`config.mk`:
```
export PLATFORM = sky130hd
export DESIGN_NAME = radix2_divider
export DESIGN_NICKNAME = d
export VERILOG_FILES = /design/src/rtl/radix2_divider_pkg.sv /design/src/rtl/radix2_divider_div_step.sv /design/src/rtl/radix2_divider.sv
export SDC_FILE = /design/constraint.sdc
export NUM_CORES = 1
export LEC_CHECK = 0
export CORE_MARGIN = 2
export CORE_UTILIZATION = 64
export CTS_BUF_LIST = sky130_fd_sc_hd__clkbuf_4
export CTS_CLUSTER_SIZE = 20
export DETAILED_ROUTE_END_ITERATION = 7
export PLACE_DENSITY_LB_ADDON = 0.05
export SYNTH_ARGS = -nofsm -noshare
export SYNTH_HDL_FRONTEND = slang
export SYNTH_SLANG_ARGS = --single-unit
```
`constraint.sdc`:
```
create_clock -name clk -period 5.2 [get_ports clk]
set_input_delay 1.04 -clock clk [delete_from_list [all_inputs] [get_ports clk]]
set_output_delay 1.04 -clock clk [all_outputs]
set_load 0.02 [all_outputs]
```
`src/rtl/radix2_divider_pkg.sv`:
```
// Shared FSM state encoding for the radix-2 restoring divider.
package radix2_divider_pkg;

  typedef enum logic [2:0] {
    ST_IDLE = 3'd0,
    ST_PREP = 3'd1,
    ST_CALC = 3'd2,
    ST_FIX  = 3'd3,
    ST_DONE = 3'd4
  } state_e;

endpackage

```
`src/rtl/radix2_divider_div_step.sv`:
```
// One combinational restoring-division step: shift in the next dividend bit,
// subtract the divisor if it fits, emit the quotient bit.
module radix2_divider_div_step #(
  parameter int WIDTH = 32
) (
  input  logic [WIDTH:0]   rem_in,
  input  logic [WIDTH-1:0] divisor,
  input  logic             next_bit,
  output logic [WIDTH:0]   rem_out,
  output logic             q_bit
);

  logic [WIDTH:0] shifted;
  logic [WIDTH:0] dsr_ext;

  always_comb begin
    shifted = {rem_in[WIDTH-1:0], next_bit};
    dsr_ext = {1'b0, divisor};
    // rem_in[WIDTH] set means the shifted value already exceeds any divisor
    q_bit   = rem_in[WIDTH] | (shifted >= dsr_ext);
    rem_out = q_bit ? (shifted - dsr_ext) : shifted;
  end

endmodule

```
`src/rtl/radix2_divider.sv`:
```
// Sequential signed/unsigned divider, one op in flight, result valid WIDTH+2 edges
// after accept; result held in DONE until out_ready, in_ready only while idle.
module radix2_divider
  import radix2_divider_pkg::*;
#(
  parameter  int WIDTH = 32,
  localparam int CNT_W = $clog2(WIDTH + 1)
) (
  input  logic             clk,
  input  logic             rst_n,
  input  logic             in_valid,
  output logic             in_ready,
  input  logic             signed_mode,
  input  logic [WIDTH-1:0] dividend,
  input  logic [WIDTH-1:0] divisor,
  output logic             out_valid,
  input  logic             out_ready,
  output logic [WIDTH-1:0] quotient,
  output logic [WIDTH-1:0] remainder,
  output logic             div_by_zero,
  output logic             overflow
);

  localparam logic [WIDTH-1:0] MIN_VAL = {1'b1, {(WIDTH-1){1'b0}}};

  state_e           state_q, state_d;
  logic [CNT_W-1:0] cnt_q, cnt_d;
  logic             sm_q, sm_d;
  logic [WIDTH-1:0] dvd_raw_q, dvd_raw_d;
  logic [WIDTH-1:0] dsr_raw_q, dsr_raw_d;
  logic [WIDTH-1:0] dsr_q, dsr_d;
  logic [WIDTH:0]   rem_q, rem_d;
  logic [WIDTH-1:0] quo_q, quo_d;
  logic             neg_quo_q, neg_quo_d;
  logic             neg_rem_q, neg_rem_d;
  logic             dz_q, dz_d;
  logic             ov_q, ov_d;
  logic [WIDTH-1:0] quotient_q, quotient_d;
  logic [WIDTH-1:0] remainder_q, remainder_d;
  logic             div_by_zero_q, div_by_zero_d;
  logic             overflow_q, overflow_d;
  logic             out_valid_q, out_valid_d;
  logic             in_ready_q, in_ready_d;

  logic [WIDTH:0]   step_rem;
  logic             step_q;
  logic             dvd_neg, dsr_neg;

  radix2_divider_div_step #(.WIDTH(WIDTH)) u_step (
    .rem_in   (rem_q),
    .divisor  (dsr_q),
    .next_bit (quo_q[WIDTH-1]),
    .rem_out  (step_rem),
    .q_bit    (step_q)
  );

  always_comb begin
    state_d       = state_q;
    cnt_d         = cnt_q;
    sm_d          = sm_q;
    dvd_raw_d     = dvd_raw_q;
    dsr_raw_d     = dsr_raw_q;
    dsr_d         = dsr_q;
    rem_d         = rem_q;
    quo_d         = quo_q;
    neg_quo_d     = neg_quo_q;
    neg_rem_d     = neg_rem_q;
    dz_d          = dz_q;
    ov_d          = ov_q;
    quotient_d    = quotient_q;
    remainder_d   = remainder_q;
    div_by_zero_d = div_by_zero_q;
    overflow_d    = overflow_q;
    dvd_neg       = sm_q & dvd_raw_q[WIDTH-1];
    dsr_neg       = sm_q & dsr_raw_q[WIDTH-1];

    case (state_q)
      ST_IDLE: begin
        if (in_valid) begin
          state_d   = ST_PREP;
          sm_d      = signed_mode;
          dvd_raw_d = dividend;
          dsr_raw_d = divisor;
        end
      end
      ST_PREP: begin
        // quo_q doubles as the dividend shift register; quotient bits enter at the LSB
        quo_d     = dvd_neg ? -dvd_raw_q : dvd_raw_q;
        dsr_d     = dsr_neg ? -dsr_raw_q : dsr_raw_q;
        rem_d     = '0;
        cnt_d     = '0;
        neg_quo_d = dvd_neg ^ dsr_neg;
        neg_rem_d = dvd_neg;
        dz_d      = (dsr_raw_q == '0);
        ov_d      = sm_q & (dvd_raw_q == MIN_VAL) & (dsr_raw_q == '1);
        state_d   = ST_CALC;
      end
      ST_CALC: begin
        rem_d = step_rem;
        quo_d = {quo_q[WIDTH-2:0], step_q};
        cnt_d = cnt_q + CNT_W'(1);
        if (cnt_q == CNT_W'(WIDTH - 1)) state_d = ST_FIX;
      end
      ST_FIX: begin
        div_by_zero_d = dz_q;
        overflow_d    = ov_q;
        if (dz_q) begin
          quotient_d  = '1;
          remainder_d = dvd_raw_q;
        end else if (ov_q) begin
          quotient_d  = MIN_VAL;
          remainder_d = '0;
        end else begin
          quotient_d  = neg_quo_q ? -quo_q : quo_q;
          remainder_d = neg_rem_q ? -rem_q[WIDTH-1:0] : rem_q[WIDTH-1:0];
        end
        state_d = ST_DONE;
      end
      ST_DONE: begin
        if (out_ready) state_d = ST_IDLE;
      end
      default: state_d = ST_IDLE;
    endcase

    out_valid_d = (state_d == ST_DONE);
    in_ready_d  = (state_d == ST_IDLE);
  end

  always_ff @(posedge clk or negedge rst_n) begin
    if (!rst_n) begin
      state_q       <= ST_IDLE;
      cnt_q         <= '0;
      sm_q          <= 1'b0;
      dvd_raw_q     <= '0;
      dsr_raw_q     <= '0;
      dsr_q         <= '0;
      rem_q         <= '0;
      quo_q         <= '0;
      neg_quo_q     <= 1'b0;
      neg_rem_q     <= 1'b0;
      dz_q          <= 1'b0;
      ov_q          <= 1'b0;
      quotient_q    <= '0;
      remainder_q   <= '0;
      div_by_zero_q <= 1'b0;
      overflow_q    <= 1'b0;
      out_valid_q   <= 1'b0;
      in_ready_q    <= 1'b1;
    end else begin
      state_q       <= state_d;
      cnt_q         <= cnt_d;
      sm_q          <= sm_d;
      dvd_raw_q     <= dvd_raw_d;
      dsr_raw_q     <= dsr_raw_d;
      dsr_q         <= dsr_d;
      rem_q         <= rem_d;
      quo_q         <= quo_d;
      neg_quo_q     <= neg_quo_d;
      neg_rem_q     <= neg_rem_d;
      dz_q          <= dz_d;
      ov_q          <= ov_d;
      quotient_q    <= quotient_d;
      remainder_q   <= remainder_d;
      div_by_zero_q <= div_by_zero_d;
      overflow_q    <= overflow_d;
      out_valid_q   <= out_valid_d;
      in_ready_q    <= in_ready_d;
    end
  end

  assign in_ready    = in_ready_q;
  assign out_valid   = out_valid_q;
  assign quotient    = quotient_q;
  assign remainder   = remainder_q;
  assign div_by_zero = div_by_zero_q;
  assign overflow    = overflow_q;

endmodule
```
==> results.yml, run 1 <==
routing:
  firstDrtPassIters: 6
  detail-route-antenna-nets: 0
  first_iter_violations: 1275
  viasPerCell: 6.41
  wl_per_cell_um: 20.9
  drc: 0
  dr_total_vias: 12700
  finalWirelength_um: 41300
clock_network:
  clockBufferDepth: 3
  cts_tree: "yes"
  cts_resized: 0
  numCtsBuffers: 69
  postCtsHoldBufs: 0
  clock_latency_ns: 0.69
  clk_pin_slew_ns: 0.06
  root_buffer: "clkbuf_4"
  clock-sinks: 243
  cts_setup_buffers: 0
  htree_levels: 3
floorplan:
  start_util: 0.649
  die_h_um: 152
  dieWidth_um: 152
  core_area_um2: 21800
  ios: 137
  num_rows: 54
  die_area_um2: 23300
synth:
  synth-edff-count: 0
  yosys-top-cells-area: "dfrtp_1, o21ai_0, xor2_1"
  synth_top_family_by_area: "compound AO/OA/AOI/OAI gates"
  synth_top_cell_by_area: "dfrtp_1"
  synth_top_area_frac: 0.429
  syn_area_per_cell_um2: 9.32
  synth_seq_cells: 243
  synthTopCellsByCount: "dfrtp_1, o21ai_0, nand2_1"
  synth_fa_ha_area_frac: 0.0351
  async_reset_ff_frac: 1.00
  ys_types: 69
  synth_compound_area_frac: 0.204
  yosysMostFrequentCell: "dfrtp_1"
  syn_area_um2: 14100
  synth_fp_nets: 1622
  ys.flop_type: "dfrtp_1"
  yosys_warnings: 0
  ys_seq_area_frac: 0.431
  synthSimpleGateAreaFrac: 0.137
  synthXorXnorAreaFrac: 0.0881
  synth_cells: 1514
  synthMuxAreaShare: 0.0665
global_route:
  antenna_found_initial: 1
  grt_pass1_vias: 12200
  grt_pass1_wl_um: 65900
  grt_usage: 0.357
  grt_max_degree: 135
  grt_overflow: 0
worst_setup_path:
  path_class: "flip-flop to flip-flop"
  arrival_ns: 4.74
  crit_required_ns: 5.68
  startpoint_type: "flip-flop"
  cp_max_fo: 24
  cp_cell_sequence: "ha_1 > nand4_1 > or3b_1 > a31o_2 > a32oi_1 > a31oi_1 > o31ai_4 > buf_12 > nor4bb_1 > o31ai_1"
  cpPeakStageDelay_ns: 0.77
  end_kind: "flip-flop"
  cpMaxStageDelayCell: "o31ai_4"
timing:
  finClkSkew_ns: 0.0541
  rsz0062_at_grt: "false"
  setup_ws_ns: 0.940
  setup_viol: 0
  whs_ns: 0.438
  fin_crit_ns: 4.26
  fin_crit_sh: 0.819
  max_slew_margin: 0.266
  max_freq_mhz: 235
  hold_viol_final: 0
  tightestPinTransition_ns: 1.10
  slew_violations: 0
  tns_ns: 0
placed_design:
  gp_congestion: 0.993
  hpwl_um: 29900
  placed_cells: 1858
  place_area_um2: 15600
  post-place-ws_ns: 1.05
  portBuffers: 136
min_path:
  hold_path.class: "primary input to async pin"
cells_and_area:
  finalNetCount: 1757
  fin_area_um2: 16600
  drive_above_1_share: 0.121
  final_cells: 1976
  area_delta_synth_final_pct: 17.4
  utilization: 0.761
pwr:
  leakage_nw: 7.10
  p_total_mw: 12.9
  ir_drop_mv: 0.367
  powerDensity_nw_per_um2: 780
run:
  max_cap_violations: 0
run_status:
  status: "completed"
power by group:
group          switching [mW]  internal [mW]
Sequential               1.22           2.78
Combinational            4.01           3.04
Clock                   0.828           1.06
cell type report:
| type | instances | area, um^2 |
|---|---|---|
| tap | 280 | 350 |
| inverter | 57 | 214 |
| multi-input combinational | 1128 | 7510 |
| fill | 1554 | 5190 |
| antenna | 1 | 2.50 |
| clock buffer | 104 | 781 |
| sequential | 243 | 6080 |
| timing repair buffer | 150 | 1500 |
| clock inverter | 13 | 133 |
layer usage:
layer / share of wire / wire (um) / track usage / up-vias
met5: 0 / 0 / 0 / -
met4: 0.057 / 2360 / 0.187 / 0
met3: 0.080 / 3310 / 0.0774 / 147
met2: 0.47 / 19500 / 0.579 / 610
met1: 0.39 / 16100 / 0.453 / 6119
li1: - / - / - / 5797
final timing paths:
path                          start            to  slack (ns)  depth (start not counted)
setup / recovery           rem_q[7]      rem_q[9]        0.94                         10
hold / removal                rst_n  quotient[24]        0.44                          1
setup reg to reg           rem_q[7]      rem_q[9]        0.94                         10
hold reg to reg            overflow      overflow        0.47                          2
max in group asynchronous     rst_n  remainder[4]        3.69                          2
min in group clk           overflow      overflow        0.47                          2
sequential cells by signal, indices dropped and copies added (netlist names), 3 cells and up:
| name | flops |
|---|---|
| rem_q | 33 |
| dsr_q | 32 |
| dsr_raw_q | 32 |
| dvd_raw_q | 32 |
| quo_q | 32 |
| quotient | 32 |
| remainder | 32 |
| cnt_q | 6 |
| state_q | 3 |
logic make-up after synthesis:
logic type / after synthesis
AND/OR/NAND/NOR: 408
AO/OA/AOI/OAI: 453
flip-flops: 243
XOR/XNOR: 142
buffers and inverters: 143
adder cells (fa/ha/maj): 39
multiplexers: 86
layout by cell type, fill, tap and decap left out, types with 9 or more instances in the layout:
cell,n
nand4_1,20
a21o_1,9
nor2_1,102
or3_1,17
nor4_1,9
dfrtp_1,242
o41ai_1,16
buf_4,12
a221o_1,11
ha_1,38
clkdlybuf4s50_1,135
a31oi_1,14
o31ai_1,28
a211oi_1,10
nand2b_1,12
and3_1,10
nor3_1,29
clkbuf_4,104
mux2i_1,24
inv_1,56
a221oi_1,9
a21oi_1,77
o21ai_0,167
o22a_1,11
xnor2_1,61
xor2_1,81
nand3_1,16
a22oi_1,32
mux2_2,62
nand2_1,150
o22ai_1,12
or4_1,14
critical path: cells and delay by family, from the launching register on:
| kind | cells | cell delay, ns |
|---|---|---|
| buffers and inverters | 1 | 0.29 |
| AO/OA/AOI/OAI | 5 | 1.73 |
| flip-flops | 1 | 0.47 |
| adder cells (fa/ha/maj) | 1 | 0.47 |
| AND/OR/NAND/NOR | 3 | 1.09 |
(Power assumes the default switching activity.)
==> inputs of run 2 (changes only) <==
--- a/config.mk
+++ b/config.mk
@@ -6,7 +6,7 @@
 export NUM_CORES = 1
 export LEC_CHECK = 0
 export CORE_MARGIN = 2
-export CORE_UTILIZATION = 64
+export CORE_UTILIZATION = 60
 export CTS_BUF_LIST = sky130_fd_sc_hd__clkbuf_4
 export CTS_CLUSTER_SIZE = 20
 export DETAILED_ROUTE_END_ITERATION = 7
==> constraint.sdc (replaced) <==
create_clock -name clk -period 4.2 [get_ports clk]
set_input_delay 0.84 -clock clk [delete_from_list [all_inputs] [get_ports clk]]
set_output_delay 0.84 -clock clk [all_outputs]
set_load 0.02 [all_outputs]
==> results.yml, run 2 (synthesized netlist as in run 1, its figures left out) <==
run_status:
  status: "completed"
routing:
  viasPerCell: 6.02
  firstDrtPassIters: 5
  met3WireLength_um: 2370
  finalWirelength_um: 38700
  wl_per_cell_um: 19.2
  route.met2.wl_um: 19000
  drc: 0
  top_layer: "met5"
  wl_met1_um: 15900
  detail-route-antenna-nets: 0
  dr_total_vias: 12100
  first_iter_violations: 810
cells_and_area:
  registers.top_by_ff_count: "rem_q"
  drive_above_1_share: 0.123
  final_cells: 2016
  final_cell_mix: "dfrtp_1, o21ai_0, nand2_1"
  area_delta_synth_final_pct: 17.6
  largest_register_ffs: 33
  final_common_cell: "dfrtp_1"
  finalNetCount: 1764
  fin_area_um2: 16600
placed_design:
  hpwl_um: 28100
  portBuffers: 136
  place_area_um2: 15800
  placed_cells: 1906
  gp_congestion: 1.03
global_route:
  antenna_found_initial: 3
  grt_max_degree: 96
  grt_usage: 0.319
  grt_pass1_vias: 11800
  grt_overflow: 0
  grt_pass1_wl_um: 61500
floorplan:
  die_area_um2: 24800
  core_area_um2: 23300
  ios: 137
  die_h_um: 157
  num_rows: 56
  start_util: 0.607
  dieWidth_um: 157
clock_network:
  cts_setup_buffers: 0
  postCtsHoldBufs: 0
  cts_resized: 0
  numCtsBuffers: 67
  clockBufferDepth: 3
  root_buffer: "clkbuf_4"
  clock_latency_ns: 0.67
  clk_pin_slew_ns: 0.06
  clock-sinks: 243
  cts_tree: "yes"
  htree_levels: 3
worst_setup_path:
  crit_required_ns: 4.74
  cpPeakStageDelay_ns: 0.47
  end_kind: "flip-flop"
  startpoint_type: "flip-flop"
  path_class: "flip-flop to flip-flop"
  cp_cell_sequence: "ha_1 > nand4_1 > or3b_1 > a31o_2 > a32oi_1 > a31oi_1 > o31ai_4 > buf_4 > mux2_2 > o22ai_1"
  cp_max_fo: 14
  cpMaxStageDelayCell: "dfrtp_1"
  arrival_ns: 4.19
  rrSetupSlack_ns: 0.54
pwr:
  powerDensity_nw_per_um2: 944
  leakage_nw: 7.10
  p_comb_frac: 0.551
  p_int_mw: 8.42
  pwr-share-seq: 0.311
  ir_drop_mv: 0.526
  swShare: 0.462
  p_sw_mw: 7.24
  pwr-share-clk: 0.138
timing:
  rsz0062_at_grt: "false"
  max_freq_mhz: 274
  fin_crit_sh: 0.870
  tightestPinTransition_ns: 1.15
  fin_crit_ns: 3.66
  setup_viol: 0
  max_slew_margin: 0.229
  slew_violations: 0
  hold_viol_final: 0
  whs_ns: 0.174
  tns_ns: 0
  finClkSkew_ns: 0.0346
min_path:
  hold_path.class: "primary input to async pin"
run:
  max_cap_violations: 0
## run 2: area by class of cell
class,instances,area (um^2)
tap,319,399
sequential,243,6080
multi-input combinational,1128,7510
fill,1860,6670
antenna,1,2.50
inverter,57,214
clock inverter,9,91.3
clock buffer,100,751
timing repair buffer,159,1550
## run 2: critical path: cells and delay by family (launching register included)
kind,cells,cell delay [ns]
AO/OA/AOI/OAI,5,1.27
adder cells (fa/ha/maj),1,0.46
buffers and inverters,1,0.29
flip-flops,1,0.47
multiplexers,1,0.36
AND/OR/NAND/NOR,2,0.69
## run 2: stage by stage
step	util	total power [mW]	worst slack, ns
3_3_place_gp	0.677	13.2	0.712
6_report	0.713	15.7	0.544
2_1_floorplan	-	10.7	0.897
3_5_place_dp	0.677	13.4	0.586
5_1_grt	0.713	16.9	0.311
4_1_cts	0.713	15.6	0.547
## run 2: final timing paths
check | start | to | cells after the start
worst max-delay path | rem_q[7] | rem_q[0] | 10
worst min-delay path | rst_n | quotient[26] | 1
worst max register to register | rem_q[7] | rem_q[0] | 10
worst min register to register | quotient[2] | quotient[2] | 2
max in group asynchronous | rst_n | remainder[10] | 2
min in group clk | quotient[2] | quotient[2] | 2
## run 2: layer usage
metal,track usage,vias up
met2,0.543,385
met3,0.0567,85
met1,0.402,5869
met4,0.138,4
li1,-,5800
met5,0,-
## run 2: power by group through the flow
stage	Combinational [mW]	Sequential (mW)	Clock, mW
final	8.63	4.87	2.16
after global routing	9.51	5.01	2.34
after CTS	8.59	4.83	2.22
after detailed placement	8.54	4.87	0
after global placement	8.39	4.82	0
after floorplan	5.97	4.70	0
